--- src/rtl/rv_multicycle_ctrl.sv ---
// ---------------------------------------------------------------------------
// rv_multicycle_ctrl
//
// Multicycle control FSM for the RV32I-subset core. It walks each instruction
// through FETCH -> DECODE -> EXEC -> (MEM) -> (WB) and drives the datapath
// enables and mux selects around the IR, immediate generator, ALU, register
// file and PC. It also counts retired instructions and traps on illegal
// opcodes and on memory handshake timeouts.
//
// Handshake: a request (imem_req / dmem_req) is held high in its state until
// the matching ack is seen in the same cycle. The ack completes the transfer
// in that cycle. Requests never drop without an ack, except on reset or trap.
//
// Ports:
//   clk, reset         clock; synchronous active-high reset
//   inst_code[31:0]    instruction register output
//   imem_ack           instruction word valid this cycle
//   dmem_ack           data access complete this cycle
//   branch_taken       ALU compare result for the current branch
//   imem_req, ir_we    fetch request / IR load enable (ir_we = imem_ack in FETCH)
//   dmem_req, dmem_we  data request; 1 = store, 0 = load
//   alu_src_b          0 = rs2, 1 = immediate
//   alu_op[1:0]        00 add, 01 branch compare, 10 funct3/funct7 decoded
//   reg_we, wb_sel     register write enable; 00 ALU, 01 mem, 10 PC+4, 11 imm
//   pc_we, pc_src      PC write enable; 0 = PC+4, 1 = PC+imm
//   retire             one-cycle pulse per completed instruction
//   instret            retired-instruction count (wraps)
//   trap, trap_cause   sticky fault; 01 illegal, 10 imem timeout, 11 dmem timeout
//   state_o[2:0]       FSM state for debug/checkers
// ---------------------------------------------------------------------------
module rv_multicycle_ctrl #(
    parameter int CNT_W       = 32,
    parameter int ACK_TIMEOUT = 255
) (
    input  logic             clk,
    input  logic             reset,
    input  logic [31:0]      inst_code,
    input  logic             imem_ack,
    input  logic             dmem_ack,
    input  logic             branch_taken,
    output logic             imem_req,
    output logic             ir_we,
    output logic             dmem_req,
    output logic             dmem_we,
    output logic             alu_src_b,
    output logic [1:0]       alu_op,
    output logic             reg_we,
    output logic [1:0]       wb_sel,
    output logic             pc_we,
    output logic             pc_src,
    output logic             retire,
    output logic [CNT_W-1:0] instret,
    output logic             trap,
    output logic [1:0]       trap_cause,
    output logic [2:0]       state_o
);

    typedef enum logic [2:0] {
        S_FETCH  = 3'd0,
        S_DECODE = 3'd1,
        S_EXEC   = 3'd2,
        S_MEM    = 3'd3,
        S_WB     = 3'd4,
        S_TRAP   = 3'd7
    } state_t;

    typedef enum logic [2:0] {
        C_LOAD   = 3'd0,
        C_OPIMM  = 3'd1,
        C_STORE  = 3'd2,
        C_BRANCH = 3'd3,
        C_JAL    = 3'd4,
        C_LUI    = 3'd5,
        C_OP     = 3'd6
    } class_t;

    // Wait counter only needs to reach ACK_TIMEOUT.
    localparam int WAIT_W = (ACK_TIMEOUT < 2) ? 1 : $clog2(ACK_TIMEOUT + 1);
    localparam logic [WAIT_W-1:0] WAIT_LIMIT = WAIT_W'(ACK_TIMEOUT);

    state_t            state, state_next;
    class_t            cls, dec_class;
    logic              dec_legal;
    logic [WAIT_W-1:0] wait_cnt;
    logic              timeout_hit;
    logic              ack_seen;
    logic [1:0]        cause_next;

    assign state_o = state;

    // A zero limit disables the timeout entirely.
    assign timeout_hit = (ACK_TIMEOUT != 0) && (wait_cnt == WAIT_LIMIT);
    assign ack_seen    = ((state == S_FETCH) && imem_ack) ||
                         ((state == S_MEM)   && dmem_ack);

    // Instruction classification; only meaningful while in DECODE.
    always_comb begin
        dec_class = C_OP;
        dec_legal = 1'b1;
        case (inst_code[6:0])
            7'b0000011: dec_class = C_LOAD;
            7'b0010011: begin
                dec_class = C_OPIMM;
                // The immediate generator only handles ADDI, SLTI, SLLI, SRLI/SRAI.
                dec_legal = (inst_code[14:12] == 3'b000) || (inst_code[14:12] == 3'b010) ||
                            (inst_code[14:12] == 3'b001) || (inst_code[14:12] == 3'b101);
            end
            7'b0100011: dec_class = C_STORE;
            7'b1100011: dec_class = C_BRANCH;
            7'b1101111: dec_class = C_JAL;
            7'b0110111: dec_class = C_LUI;
            7'b0110011: dec_class = C_OP;
            default:    dec_legal = 1'b0;
        endcase
    end

    // Next-state and output logic.
    always_comb begin
        state_next = state;
        cause_next = 2'b00;
        imem_req   = 1'b0;
        ir_we      = 1'b0;
        dmem_req   = 1'b0;
        dmem_we    = 1'b0;
        alu_src_b  = 1'b0;
        alu_op     = 2'b00;
        reg_we     = 1'b0;
        wb_sel     = 2'b00;
        pc_we      = 1'b0;
        pc_src     = 1'b0;
        retire     = 1'b0;

        case (state)
            S_FETCH: begin
                imem_req = 1'b1;
                ir_we    = imem_ack;
                if (imem_ack) begin
                    state_next = S_DECODE;
                end else if (timeout_hit) begin
                    state_next = S_TRAP;
                    cause_next = 2'b10;
                end
            end
            S_DECODE: begin
                if (dec_legal) begin
                    state_next = S_EXEC;
                end else begin
                    state_next = S_TRAP;
                    cause_next = 2'b01;
                end
            end
            S_EXEC: begin
                case (cls)
                    C_OP: begin
                        alu_op     = 2'b10;
                        state_next = S_WB;
                    end
                    C_OPIMM: begin
                        alu_src_b  = 1'b1;
                        alu_op     = 2'b10;
                        state_next = S_WB;
                    end
                    C_LUI: state_next = S_WB;
                    C_LOAD, C_STORE: begin
                        alu_src_b  = 1'b1;
                        state_next = S_MEM;
                    end
                    C_BRANCH: begin
                        alu_op     = 2'b01;
                        pc_we      = 1'b1;
                        pc_src     = branch_taken;
                        retire     = 1'b1;
                        state_next = S_FETCH;
                    end
                    C_JAL: begin
                        reg_we     = 1'b1;
                        wb_sel     = 2'b10;
                        pc_we      = 1'b1;
                        pc_src     = 1'b1;
                        retire     = 1'b1;
                        state_next = S_FETCH;
                    end
                    default: state_next = S_FETCH;
                endcase
            end
            S_MEM: begin
                // Address computation stays selected while the access is pending.
                dmem_req  = 1'b1;
                dmem_we   = (cls == C_STORE);
                alu_src_b = 1'b1;
                if (dmem_ack) begin
                    if (cls == C_STORE) begin
                        pc_we      = 1'b1;
                        retire     = 1'b1;
                        state_next = S_FETCH;
                    end else begin
                        state_next = S_WB;
                    end
                end else if (timeout_hit) begin
                    state_next = S_TRAP;
                    cause_next = 2'b11;
                end
            end
            S_WB: begin
                reg_we     = 1'b1;
                pc_we      = 1'b1;
                retire     = 1'b1;
                state_next = S_FETCH;
                if (cls == C_LUI) begin
                    wb_sel = 2'b11;
                end else if (cls == C_LOAD) begin
                    wb_sel = 2'b01;
                end
            end
            S_TRAP: state_next = S_TRAP;
            default: state_next = S_FETCH;
        endcase

        // The state register only clears at the edge, so silence the
        // datapath for the whole cycle in which reset is held.
        if (reset) begin
            imem_req  = 1'b0;
            ir_we     = 1'b0;
            dmem_req  = 1'b0;
            dmem_we   = 1'b0;
            alu_src_b = 1'b0;
            alu_op    = 2'b00;
            reg_we    = 1'b0;
            wb_sel    = 2'b00;
            pc_we     = 1'b0;
            pc_src    = 1'b0;
            retire    = 1'b0;
        end
    end

    always_ff @(posedge clk) begin
        if (reset) begin
            state      <= S_FETCH;
            cls        <= C_LOAD;
            wait_cnt   <= '0;
            instret    <= '0;
            trap       <= 1'b0;
            trap_cause <= 2'b00;
        end else begin
            state <= state_next;

            if (state == S_DECODE) begin
                cls <= dec_class;
            end

            if ((state_next != state) || ack_seen) begin
                wait_cnt <= '0;
            end else if ((state == S_FETCH) || (state == S_MEM)) begin
                wait_cnt <= wait_cnt + WAIT_W'(1);
            end

            if (retire) begin
                instret <= instret + CNT_W'(1);
            end

            if ((state_next == S_TRAP) && (state != S_TRAP)) begin
                trap       <= 1'b1;
                trap_cause <= cause_next;
            end
        end
    end

endmodule

--- config.mk ---
export PLATFORM = sky130hd
export DESIGN_NAME = rv_multicycle_ctrl
export DESIGN_NICKNAME = d
export VERILOG_FILES = /design/src/rtl/rv_multicycle_ctrl.sv
export SDC_FILE = /design/constraint.sdc
export NUM_CORES = 1
export LEC_CHECK = 0
export BUFFER_PORTS_ARGS = -buffer_cell sky130_fd_sc_hd__buf_2
export CORE_MARGIN = 2
export CORE_UTILIZATION = 55
export DETAILED_ROUTE_END_ITERATION = 8
export GPL_TIMING_DRIVEN = 0
export PLACE_DENSITY_LB_ADDON = 0.3
export REMOVE_ABC_BUFFERS = 1
export SLEW_MARGIN = 20
export SYNTH_ARGS = -nofsm -noshare
export SYNTH_HDL_FRONTEND = slang
export SYNTH_SLANG_ARGS = --single-unit
--- constraint.sdc ---
create_clock -name clk -period 5.15 [get_ports clk]
set_input_delay 1.03 -clock clk [delete_from_list [all_inputs] [get_ports clk]]
set_output_delay 1.03 -clock clk [all_outputs]
set_load 0.02 [all_outputs]
==> flow_summary.ini, run 1 <==
[timing]
fin_skew_ps = 6.26
final.setup.tns_ps = 0
post-route-period-util_pct = 65.3
slew_headroom_pct = 46.4
max_freq_ghz = 0.297
worst_hold_slack_ps = 477
worstMarginPinSlew_ps = 804
period_minus_slack_ps = 3360
fin_ws_ps = 1790
hold_violations = 0
rsz0062_at_grt = false
drv_slew = 0
setup_viol = 0

[setup_path]
critical_path_class = in -> out
cpMostUsedCell = buf_2
crit_buf_inv = 3
cp_cell_sequence = buf_2 -> inv_1 -> nand3_1 -> nor3_1 -> buf_2
path_max_fanout = 45
cp-end-kind = output port
cp_data_required_time_ps = 4120
arrival_ps = 2330
startpoint_type = primary input
cp_slowest_cell = buf_2
crit_family = buffers and inverters
cpPeakStageDelay_ps = 610

[cells_and_area]
antennaDiodeCount = 0
area_growth_syn_to_layout_pct = 15.5
ff_latch_area_um2 = 981
final_cell_count_no_fill = 460
multi_input_area_mm2 = 0.00166
fin_nets = 432
drive_gt1_share_pct = 20.6
nFillCells = 439

[die]
fp.dieH_um = 74.7
rows = 25
core_area_mm2 = 0.00475
die_w_um = 74.7
pin_count = 88
fp.dieArea_mm2 = 0.00557
initial_core_util_pct = 57.7

[logic_synthesis]
syn_area_mm2 = 0.00275
ys_ff_latch = 49
ys_seq_area_share_pct = 35.7
yosys-top-cells-count = dfxtp_1, nor2_1, a21oi_1, nand2_1, o21ai_0
ys_async_sr_fraction_pct = 0
yosysTopAreaCellShare_pct = 35.7
synth_edf_count = 0
postSynthCellCount = 339
synth_cell_types = 54
synth_ff_type = dfxtp_1
yosysTopAreaCell = dfxtp_1
ys_warn_count = 0
synth_area_leaders = dfxtp_1, nor2_1, xor2_1
yosysMostFrequentCell = dfxtp_1
syn_area_per_cell_um2 = 8.10

[route]
drt_iter0_drc = 126
wl_met3_um = 271
drt-met1-wl_um = 2910
drc = 0
routedWlPerCell_um = 13.1
via_count = 2648
ant_nets = 0
drt_pass1_iterations = 4
via_per_inst = 5.76
totalWireLength_um = 6050
routed.top_layer = met4
wl_met2_um = 2810

[grt]
gr-total-overflow = 0
grt_max_degree = 46
grt_pass1_wl_um = 10100
grt_util_all_layers_pct = 22.7
grt_pass1_vias = 2364
antenna_found_initial = 0

[clocking]
clk_pin_slew_ps = 80
cts_tree = built
cts_hold_buf = 0
cts_setup_buffers = 0
cts.sinks = 49
cts_root_buffer = clkbuf_8
cts_resized = 0
htreeDepth = 2
numCtsBuffers = 5
clock_latency_ps = 300
cts_buffer_depth = 2

[run_status]
status = completed

[placed_design]
io_buffer_count = 65
post-place-cells = 453
dp_slack_ps = 1800
gp_congestion = 0.831
dpl.hpwl_um = 4260

[run]
drv_cap = 0

[pwr]
leakagePower_nw = 1.26
p_total_w = 0.00106
power_density_mw_per_mm2 = 334
ir_worst_vdd_uv = 299

[worst_hold_path]
hp-class = reg -> reg
-- tightest hold or removal path, delay by kind of cell (launching register included) --
kind | cells | cell delay, ps
and+or+nand+nor | 1 | 50
AOI/OAI and AO/OA | 1 | 70
DFF | 1 | 310
-- kinds of logic (layout without fill, tap and decap cells) --
logic type | count (synthesis) | in the layout | share of synthesized area [%]
DFF | 49 | 49 | 35.7
adders and majority gates | 2 | 2 | 0.911
AOI/OAI and AO/OA | 87 | 87 | 21.5
buffers and inverters | 26 | 80 | 3.83
and+or+nand+nor | 145 | 145 | 28.4
xor gates and xnor gates | 28 | 28 | 8.93
muxes | 2 | 2 | 0.729
-- state kept, by name, summed over array words and instances (netlist names) --
name	flops
trap	1
state_o	3
trap_cause	2
instret	32
cls	3
wait_cnt	8
-- placed cells by master (no fill, tap or decap), types with 3 or more instances in the layout --
| master | n |
|---|---|
| a211oi_1 | 3 |
| a21oi_1 | 26 |
| and3_1 | 8 |
| buf_2 | 65 |
| clkbuf_8 | 6 |
| dfxtp_1 | 49 |
| inv_1 | 8 |
| nand2_1 | 22 |
| nand3_1 | 12 |
| nand4_1 | 5 |
| nor2_1 | 41 |
| nor2b_1 | 4 |
| nor3_1 | 12 |
| nor3b_1 | 4 |
| nor4_1 | 3 |
| o2111ai_1 | 8 |
| o211ai_1 | 7 |
| o21a_1 | 4 |
| o21ai_0 | 22 |
| or3_1 | 15 |
| xnor2_1 | 11 |
| xor2_1 | 17 |
-- cell type report --
cell class                      count  area share (%)
Clock inverter                      1           0.237
Multi-Input combinational cell    264            52.3
Clock buffer                        6            2.61
Inverter                            8           0.947
Timing Repair Buffer               65            10.3
Sequential cell                    49            31.0
Tap cell                           67            2.65
-- power breakdown --
group          internal, W  switching, W
combinational     0.000128      0.000210
clock             0.000106      0.000128
sequential        0.000408     0.0000783
total             0.000642      0.000416
-- through the flow --
step / instance area, µm² / utilization (%)
after floorplan: 2670 / -
after global placement: 3080 / 64.8
after detailed placement: 3080 / 64.8
after CTS: 3170 / 66.7
after global routing: 3170 / 66.7
final: 3170 / 66.7
-- final timing paths --
check,from,to,slack [ps],depth (start not counted)
min reg2reg,trap_cause[1]$_SDFFE_PP0P_,trap_cause[1]$_SDFFE_PP0P_,480,2
min,trap_cause[1]$_SDFFE_PP0P_,trap_cause[1]$_SDFFE_PP0P_,480,2
max,reset,wb_sel[0],1790,5
max reg2reg,state_o[1]$_SDFF_PP0_,instret[18]$_SDFFE_PP0P_,2510,5
-- routing by layer --
metal  GRT usage, %  up-vias
met5              0        -
met4           6.35        0
met2           38.0       65
li1               -     1350
met3           4.42        6
met1           30.2     1227
Power figures use the tool's default switching activity.
==> inputs of run 2 (changes only) <==
CORE_UTILIZATION = 46   (was 55)
clock period = 2.85 ns   (was 5.15 ns; I/O delays follow)
==> run 2 against run 1 <==
Register-to-register slack worse by 2200 ps. Hold slack better by 3.2 ps. Cell count increased by 2.0%. Setup slack worse by 1600 ps. Via count is 1.0% higher. Clock-buffer cell count down 1. Largest cell class unchanged. Routed wire length increased by 2.6%. Die area increased by 18%. First-iteration DRC count fell by 35%. Non-clock buffer count unchanged. Power up 80%.
==> flow_summary.ini, run 2 (same netlist as run 1, synthesis figures left out) <==
[run_status]
status = completed

[cells_and_area]
fin_nets = 432
drive_gt1_share_pct = 21.3
antennaDiodeCount = 0
final_area_mm2 = 0.00319
area_growth_syn_to_layout_pct = 16.0
top_register = instret
mostFrequentLayoutCells = buf_2, dfxtp_1, nor2_1, a21oi_1
top_regs = instret x32, wait_cnt x8
largest_reg_flops = 32
mostFrequentLayoutCell = buf_2
finish.utilization_pct = 54.4

[clocking]
clk_pin_slew_ps = 90
cts_root_buffer = clkbuf_8
cts_tree = built
cts.sinks = 49
htreeDepth = 2
clock_latency_ps = 300
cts_buffer_depth = 2
numCtsBuffers = 5

[setup_path]
rrSetupSlack_ps = 310
cp-end-kind = output port
cp_slowest_cell = dfxtp_1
crit_family = flip-flops
reg2reg_depth = 5
critical_path_class = reg -> out
startpoint_type = flip-flop
path_max_fanout = 21
cp_data_required_time_ps = 2280
cp_cell_sequence = nor3b_1 -> o21ai_0 -> a21oi_1 -> buf_2
cpPeakStageDelay_ps = 750
crit_buf_inv = 1
worstReg2RegEnd = instret[28]$_SDFFE_PP0P_
rr_startpoint = state_o[0]$_SDFF_PP0_
arrival_ps = 2080

[grt]
grt_util_all_layers_pct = 19.3
gr-total-overflow = 0
grt_pass1_wl_um = 10400
grt_pass1_vias = 2368
antenna_found_initial = 0
grt_max_degree = 46

[placed_design]
dp_slack_ps = 195
io_buffer_count = 65
gp_congestion = 0.798
dpl.hpwl_um = 4350
place_area_mm2 = 0.00309

[timing]
worst_hold_slack_ps = 480
final.setup.tns_ps = 0
period_minus_slack_ps = 2650
rsz0062_at_grt = false
hold_violations = 0
drv_slew = 0
setup_viol = 0
slew_headroom_pct = 44.9
post-route-period-util_pct = 92.9
worstMarginPinSlew_ps = 826
fin_skew_ps = 6.39
fin_ws_ps = 204
max_freq_ghz = 0.378

[route]
ant_nets = 0
via_count = 2675
drc = 0
totalWireLength_um = 6200
drt_iter0_drc = 82
drt_pass1_iterations = 4
routedWlPerCell_um = 13.2
via_per_inst = 5.70

[pwr]
leakagePower_nw = 1.26
ir_worst_vdd_uv = 444
power_density_mw_per_mm2 = 599

[worst_hold_path]
hp-start = trap_cause[1]$_SDFFE_PP0P_
hold_depth = 2
min_to = trap_cause[1]$_SDFFE_PP0P_
hp-class = reg -> reg

[die]
pin_count = 88
fp.dieArea_mm2 = 0.00660
die_w_um = 81.3
core_area_mm2 = 0.00585
rows = 28
initial_core_util_pct = 46.9
fp.dieH_um = 81.3

[run]
drv_cap = 0
run 2: changes by cell type in the layout (fill, tap and decap cells not counted):
cell      previous run  this run
clkbuf_8             6         5
dfxtp_1             49        47
o21ai_4              0         1
dfxtp_2              0         2
clkinv_2             0         2
o21ai_2              1         0
run 2: how the worst max path moves through the flow:
stage / endpoint / cells after the start / slack [ps] / start
after global routing: retire / 4 / 60 / state_o[0]$_SDFF_PP0_
after CTS: pc_we / 4 / 140 / state_o[2]$_SDFF_PP0_
after floorplan: pc_we / 3 / 250 / state_o[2]$_SDFF_PP0_
final: pc_we / 4 / 200 / state_o[0]$_SDFF_PP0_
after detailed placement: instret[28]$_SDFFE_PP0P_ / 5 / 190 / state_o[1]$_SDFF_PP0_
after global placement: instret[26]$_SDFFE_PP0P_ / 5 / 210 / state_o[1]$_SDFF_PP0_
run 2: per-layer routing:
metal / up-vias / routed length [µm] / GRT usage [%]
met4: 0 / 36 / 3.39
li1: 1350 / - / -
met1: 1260 / 2950 / 24.7
met2: 60 / 2960 / 34.1
met5: - / 0 / 0
met3: 5 / 256 / 3.67
run 2: where the power goes:
part,total (W),switching [W],internal (W)
Sequential,0.000887,0.000146,0.000741
Combinational,0.000617,0.000383,0.000234
Clock,0.000404,0.000234,0.000170
run 2: what timing repair did:
action | CTS | global route
hold buffers | 0 | 0
resized for setup | 0 | 3
setup endpoints to repair | 0 | 9
buffers inserted | 0 | 0
run 2: final cells by class:
type	count	area [µm²]
Clock buffer	5	68.8
Clock inverter	3	17.5
Fill cell	568	2670
Inverter	8	30.0
Multi-Input combinational cell	264	1670
Sequential cell	49	983
Tap cell	75	93.8
Timing Repair Buffer	65	325
run 2: per-stage QoR:
step | std cells | total power, W
after floorplan | 321 | 0.00131
after global placement | 461 | 0.00150
after detailed placement | 461 | 0.00151
after global routing | 469 | 0.00204
after CTS | 469 | 0.00192
final | 469 | 0.00191
run 2: worst reg2reg max path, stage by stage (launching register included):
cell and delay, ps:
dfxtp_1 750, and4b_1 330, o21a_1 510, o2111ai_2 340, or3_1 390, a21oi_1 140
